### config.mk
export PLATFORM = sky130hd
export DESIGN_NAME = hazard_scoreboard
export DESIGN_NICKNAME = d
export VERILOG_FILES = /design/src/rtl/hazard_pkg.sv /design/src/rtl/hazard_fwd_sel.sv /design/src/rtl/hazard_scoreboard.sv
export SDC_FILE = /design/constraint.sdc
export NUM_CORES = 1
export LEC_CHECK = 0
export BUFFER_PORTS_ARGS = -buffer_cell sky130_fd_sc_hd__buf_4
export CAP_MARGIN = 20
export CORE_MARGIN = 2
export CORE_UTILIZATION = 30
export DETAILED_ROUTE_END_ITERATION = 12
export GPL_TIMING_DRIVEN = 1
export PLACE_DENSITY = 0.6
export SYNTH_ARGS = -nofsm -noshare
export SYNTH_HDL_FRONTEND = slang
export SYNTH_HIERARCHICAL = 1
export SYNTH_SLANG_ARGS = --single-unit
### constraint.sdc
create_clock -name clk -period 3 [get_ports clk]
set_clock_uncertainty 0.2 [all_clocks]
set_input_delay 0 -clock clk [delete_from_list [all_inputs] [get_ports clk]]
set_output_delay 0 -clock clk [all_outputs]
set_load 0.005 [all_outputs]
### src/rtl/hazard_pkg.sv
// Shared types and default sizes for the hazard scoreboard.
// Forwarding select encoding used by the execute-stage operand muxes.
package hazard_pkg;

    typedef enum logic [1:0] {
        FWD_RF  = 2'b00,
        FWD_WB  = 2'b01,
        FWD_MEM = 2'b10
    } fwd_sel_t;

    localparam int NUM_REGS_DEF = 32;
    localparam int LAT_W_DEF    = 4;
    localparam int PERF_W_DEF   = 16;

endpackage

### src/rtl/hazard_fwd_sel.sv
// Forwarding select for one execute-stage source operand.
// The memory stage is younger than writeback, so it wins.
module hazard_fwd_sel
    import hazard_pkg::*;
#(
    parameter int REG_AW = 5
) (
    input  logic [REG_AW-1:0] rs_e_i,
    input  logic [REG_AW-1:0] rd_m_i,
    input  logic [REG_AW-1:0] rd_w_i,
    input  logic              we_m_i,
    input  logic              we_w_i,
    output fwd_sel_t          sel_o
);

    // Pick the youngest in-flight producer of rs_e_i; x0 never forwards.
    always_comb begin
        sel_o = FWD_RF;
        if (we_m_i && (rd_m_i != '0) && (rd_m_i == rs_e_i)) begin
            sel_o = FWD_MEM;
        end else if (we_w_i && (rd_w_i != '0) && (rd_w_i == rs_e_i)) begin
            sel_o = FWD_WB;
        end
    end

endmodule

### src/rtl/hazard_scoreboard.sv
// Pipeline hazard unit with a long-latency register scoreboard.
// Produces forwarding selects, stall/flush controls and a stall counter.
module hazard_scoreboard
    import hazard_pkg::*;
#(
    parameter  int NUM_REGS = NUM_REGS_DEF,
    parameter  int LAT_W    = LAT_W_DEF,
    parameter  int PERF_W   = PERF_W_DEF,
    localparam int REG_AW   = $clog2(NUM_REGS)
) (
    input  logic              clk,
    input  logic              rst,
    input  logic [REG_AW-1:0] Rs1D,
    input  logic [REG_AW-1:0] Rs2D,
    input  logic [REG_AW-1:0] RdD,
    input  logic              RegWriteD,
    input  logic              long_op_d,
    input  logic [REG_AW-1:0] Rs1E,
    input  logic [REG_AW-1:0] Rs2E,
    input  logic [REG_AW-1:0] RdE,
    input  logic              memoryRead_e,
    input  logic              long_issue_e,
    input  logic [LAT_W-1:0]  long_lat_e,
    input  logic              long_wb_valid,
    input  logic [REG_AW-1:0] long_wb_rd,
    input  logic [REG_AW-1:0] destReg_m,
    input  logic [REG_AW-1:0] destReg_w,
    input  logic              RegWriteM,
    input  logic              RegWriteW,
    input  logic              zero_hazard,
    input  logic              jump_hazard,
    input  logic              mem_stall,
    output logic [1:0]        ForwardAE,
    output logic [1:0]        ForwardBE,
    output logic              StallF,
    output logic              StallD,
    output logic              FlushD,
    output logic              FlushE,
    output logic              long_busy,
    output logic [PERF_W-1:0] stall_count
);

    logic [NUM_REGS-1:0] pend_q, pend_d;
    logic [LAT_W-1:0]    busy_q, busy_d;
    logic [PERF_W-1:0]   cnt_q, cnt_d;

    fwd_sel_t fwd_a, fwd_b;
    logic     issue_ok;
    logic     load_use, raw_stall, waw_stall, struct_stall;
    logic     data_stall, ctrl_hazard;

    hazard_fwd_sel #(.REG_AW(REG_AW)) u_fwd_a (
        .rs_e_i (Rs1E),
        .rd_m_i (destReg_m),
        .rd_w_i (destReg_w),
        .we_m_i (RegWriteM),
        .we_w_i (RegWriteW),
        .sel_o  (fwd_a)
    );

    hazard_fwd_sel #(.REG_AW(REG_AW)) u_fwd_b (
        .rs_e_i (Rs2E),
        .rd_m_i (destReg_m),
        .rd_w_i (destReg_w),
        .we_m_i (RegWriteM),
        .we_w_i (RegWriteW),
        .sel_o  (fwd_b)
    );

    assign ForwardAE = fwd_a;
    assign ForwardBE = fwd_b;

    // Decode-side hazard detection against execute and the scoreboard.
    always_comb begin
        load_use     = memoryRead_e && (RdE != '0) &&
                       ((RdE == Rs1D) || (RdE == Rs2D));
        raw_stall    = ((Rs1D != '0) && pend_q[Rs1D]) ||
                       ((Rs2D != '0) && pend_q[Rs2D]);
        waw_stall    = RegWriteD && (RdD != '0) && pend_q[RdD];
        struct_stall = long_op_d && (long_busy || long_issue_e);
        data_stall   = load_use || raw_stall || waw_stall || struct_stall;
        ctrl_hazard  = zero_hazard || jump_hazard;
    end

    // Memory stall freezes everything, then redirects, then data bubbles.
    always_comb begin
        StallF = 1'b0;
        StallD = 1'b0;
        FlushD = 1'b0;
        FlushE = 1'b0;
        if (mem_stall) begin
            StallF = 1'b1;
            StallD = 1'b1;
        end else if (ctrl_hazard) begin
            FlushD = 1'b1;
            FlushE = 1'b1;
        end else if (data_stall) begin
            StallF = 1'b1;
            StallD = 1'b1;
            FlushE = 1'b1;
        end
    end

    assign issue_ok  = long_issue_e && !mem_stall && !FlushE;
    assign long_busy = (busy_q != '0);

    // Scoreboard update: retire clears first so a same-cycle issue wins.
    always_comb begin
        pend_d = pend_q;
        if (long_wb_valid) begin
            pend_d[long_wb_rd] = 1'b0;
        end
        if (issue_ok && (RdE != '0)) begin
            pend_d[RdE] = 1'b1;
        end
        pend_d[0] = 1'b0;
    end

    // Occupancy countdown for the long-latency unit.
    always_comb begin
        busy_d = busy_q;
        if (issue_ok) begin
            busy_d = long_lat_e;
        end else if (busy_q != '0) begin
            busy_d = busy_q - LAT_W'(1);
        end
    end

    // Saturating count of cycles where decode is held.
    always_comb begin
        cnt_d = cnt_q;
        if (StallD && (cnt_q != '1)) begin
            cnt_d = cnt_q + PERF_W'(1);
        end
    end

    assign stall_count = cnt_q;

    // State registers; reset abandons any in-flight long op.
    always_ff @(posedge clk or posedge rst) begin
        if (rst) begin
            pend_q <= '0;
            busy_q <= '0;
            cnt_q  <= '0;
        end else begin
            pend_q <= pend_d;
            busy_q <= busy_d;
            cnt_q  <= cnt_d;
        end
    end

endmodule

==> reports/results.ini <==
[status]
status=finished clean

[detailed_routing]
ant_nets=0
drc=0
dr.pass1.iters=4
vias_per_cell=5.40
avgRoutedWirePerCell_um=18.5
drtIter0Drc=254
vias=3398
totalWireLength_um=11600

[timing]
setup_viol=0
fin_crit_ns=2.89
maxSlewHeadroom_pct=56.8
period_share_pct=96.4
whs_ns=0.0125
tightest_slew_ns=0.648
fmax_mhz=346
finalMaxSlewViolations=0
hold_viol=0
rsz0062_at_grt=yes
setup_ws_ns=0.109

[synthesis]
syn-instance-count=366
synth_edf_count=0
synth_common_cells=dfrtp_1 (51), xnor2_1 (37), o21ai_0 (32), nand2_1 (21), nand3_1 (20)
seq_area_frac_synth_pct=33.1
synth_cell_types=51
avgSynthCellArea_um2=10.5
synth.top_cell.area_share_pct=33.1
yosys.area.top_type=dfrtp_1
synth_seq_cells=51
synthTopCellsByArea=dfrtp_1 (33%), mux4_2 (9.9%), xnor2_1 (8.4%)
async_flop_share_pct=100
synth_area_um2=3860
yosys_warnings=6
syn_nets=430
ys.flop_type=dfrtp_1
synth_most_common_cell=dfrtp_1

[setup_path]
startpoint_type=register
critPathKind=reg -> reg
worstPathMaxFanout=35
worstPathArrival_ns=2.88
crit_buf_inv=1
critical_path.cell_chain=nor2b_1 > a2111oi_1 > o41ai_1 > nor4_2 > nand4b_2 > or2_1 > buf_12 > o41ai_2
crit_required_ns=2.99
cp_slowest_cell=a2111oi_1
rr_endpoint=pend_q[25]
cp_top_family=compound AO/OA/AOI/OAI gates
r2r_slack_ns=0.11
worstRegToRegCells=8
max_stage_delay_ns=0.56
r2r-start=pend_q[16]
endpoint_kind=register

[placed_design]
gp_routability_congestion=0.881
dp_slack_ns=0.00346
dpl_cell_area_um2=4630
port_buffers=85
dp_hpwl_um=8970

[power]
p_int_w=0.00154
p_clk_share_pct=29.7
p_comb_share_pct=30.9
p_leak_nw=2.13
p_sw_w=0.000687
p_per_area_nw_per_um2=446
peakVddDrop_v=0.000254
power.share.switching_pct=30.8
finalPower_w=0.00223
seq_power_share_pct=39.4

[worst_hold_path]
min_path_type=in -> reg
min_to=pend_q[16]
min_from=long_wb_rd[0]
whs_path_depth=4

[clocking]
cts_made_buffers=5
clk_pin_slew_worst_paths_ns=0.07
clockBufferDepth=2
cts_setup_buffers=0
clk_latency_ns=0.30
clock_sinks=51
cts_htree_levels=2
root_buffer=clkbuf_16
cts_tree=done

[layout]
fill_cells=1215
area_delta_synth_final_pct=29.8
ff_latch_area_um2=1280
drive_gt1_share_pct=34.1
fin_area_um2=5010
diodes=0
multi_input_area_um2=2480
nets=520

[die]
die-height_um=117
coreArea_um2=12600
ios=86
die_w_um=117
start_util_pct=30.7
num_rows=41
dieArea_um2=13800

[global_route]
gr-total-overflow=0
grt_antenna_before_repair=0
grt_use_total_pct=17.4
grt_pass1_wl_um=19300
grt_max_degree=52
grt_pass1_vias=3554

[run]
max-cap-violations=0

-- routing by layer --
layer / track usage [%] / part of all wire, % / vias up
li1: - / - / 1583
met1: 22.7 / 42 / 1664
met2: 29.3 / 49 / 131
met3: 2.82 / 7.3 / 20
met4: 6.17 / 2.4 / 0
met5: 0 / 0 / -
-- final cells by class --
type,instances,share of cell area [%]
Timing Repair Buffer,105,16.8
Sequential cell,51,25.5
Inverter,5,0.375
Clock buffer,5,2.50
Tap cell,172,4.30
Clock inverter,3,0.925
Multi-Input combinational cell,288,49.6
-- through the flow --
step | setup TNS (ns) | std cells | utilization (%)
after CTS | 0 | 629 | 39.5
after floorplan | 0 | 366 | -
after detailed placement | 0 | 605 | 36.8
final | 0 | 629 | 39.8
after global placement | 0 | 605 | 36.8
after global routing | -0.458 | 629 | 39.8
-- cell families (layout without fill, tap and decap cells) --
group,Yosys count,after routing,share of synthesized area [%]
DFF,51,51,33.1
xor gates and xnor gates,43,43,9.76
adders and majority gates,3,3,0.973
buffers and inverters,27,118,3.73
AOI/OAI and AO/OA,84,84,18.4
and+or+nand+nor,114,114,16.8
muxes,44,44,17.3
-- power by group through the flow --
stage / Clock [W] / Sequential (W) / Combinational, W
2_1_floorplan: 0 / 0.000866 / 0.000400
3_3_place_gp: 0 / 0.000882 / 0.000639
3_5_place_dp: 0 / 0.000890 / 0.000668
4_1_cts: 0.000678 / 0.000876 / 0.000688
5_1_grt: 0.000704 / 0.000897 / 0.000756
6_report: 0.000663 / 0.000879 / 0.000691
-- worst min-delay path, stage by stage --
cell     delay [ns]
buf_4          0.09
or3b_2         0.21
o21ai_0        0.12
o41ai_2        0.06
-- layout by cell type (no fill, tap or decap), drive strengths merged, types with 3 or more instances in the layout --
cell type	instances
buf	89
or2	3
nand3	20
xor2	6
nand2b	3
mux2i	17
or3	3
o31ai	16
o21ai	32
ha	3
nand2	21
o22ai	4
mux4	17
and3	10
nand4	5
dlygate4sd3	16
nor4	3
dfrtp	51
o41ai	18
clkbuf	5
nand3b	10
mux2	10
nor3b	3
or3b	3
xnor2	37
nor2	13
nor3	10
a21oi	3
inv	5
-- worst max path at each step --
stage,start,to,slack [ns],cells after the start
5_1_grt,pend_q[16],pend_q[8],-0.05,8
4_1_cts,busy_q[0],pend_q[25],0.05,11
3_3_place_gp,pend_q[20],pend_q[25],0.22,8
6_report,pend_q[16],pend_q[25],0.11,8
3_5_place_dp,pend_q[16],pend_q[25],0.003,8
2_1_floorplan,busy_q[0],pend_q[21],0.12,12
-- flip-flops by register name, indices dropped and copies added, names as in the netlist --
name	count
busy_q	4
pend_q	31
stall_count	16
-- timing repair --
| item | in CTS | in global routing |
|---|---|---|
| resized for setup | 0 | 8 |
| gates cloned | 0 | 0 |
| endpoints found under the setup margin | 1 | 36 |
| pin swaps | 1 | 1 |
| endpoints found under the hold margin | 85 | 0 |
| hold buffers | 16 | 0 |
(Power assumes the default switching activity.)
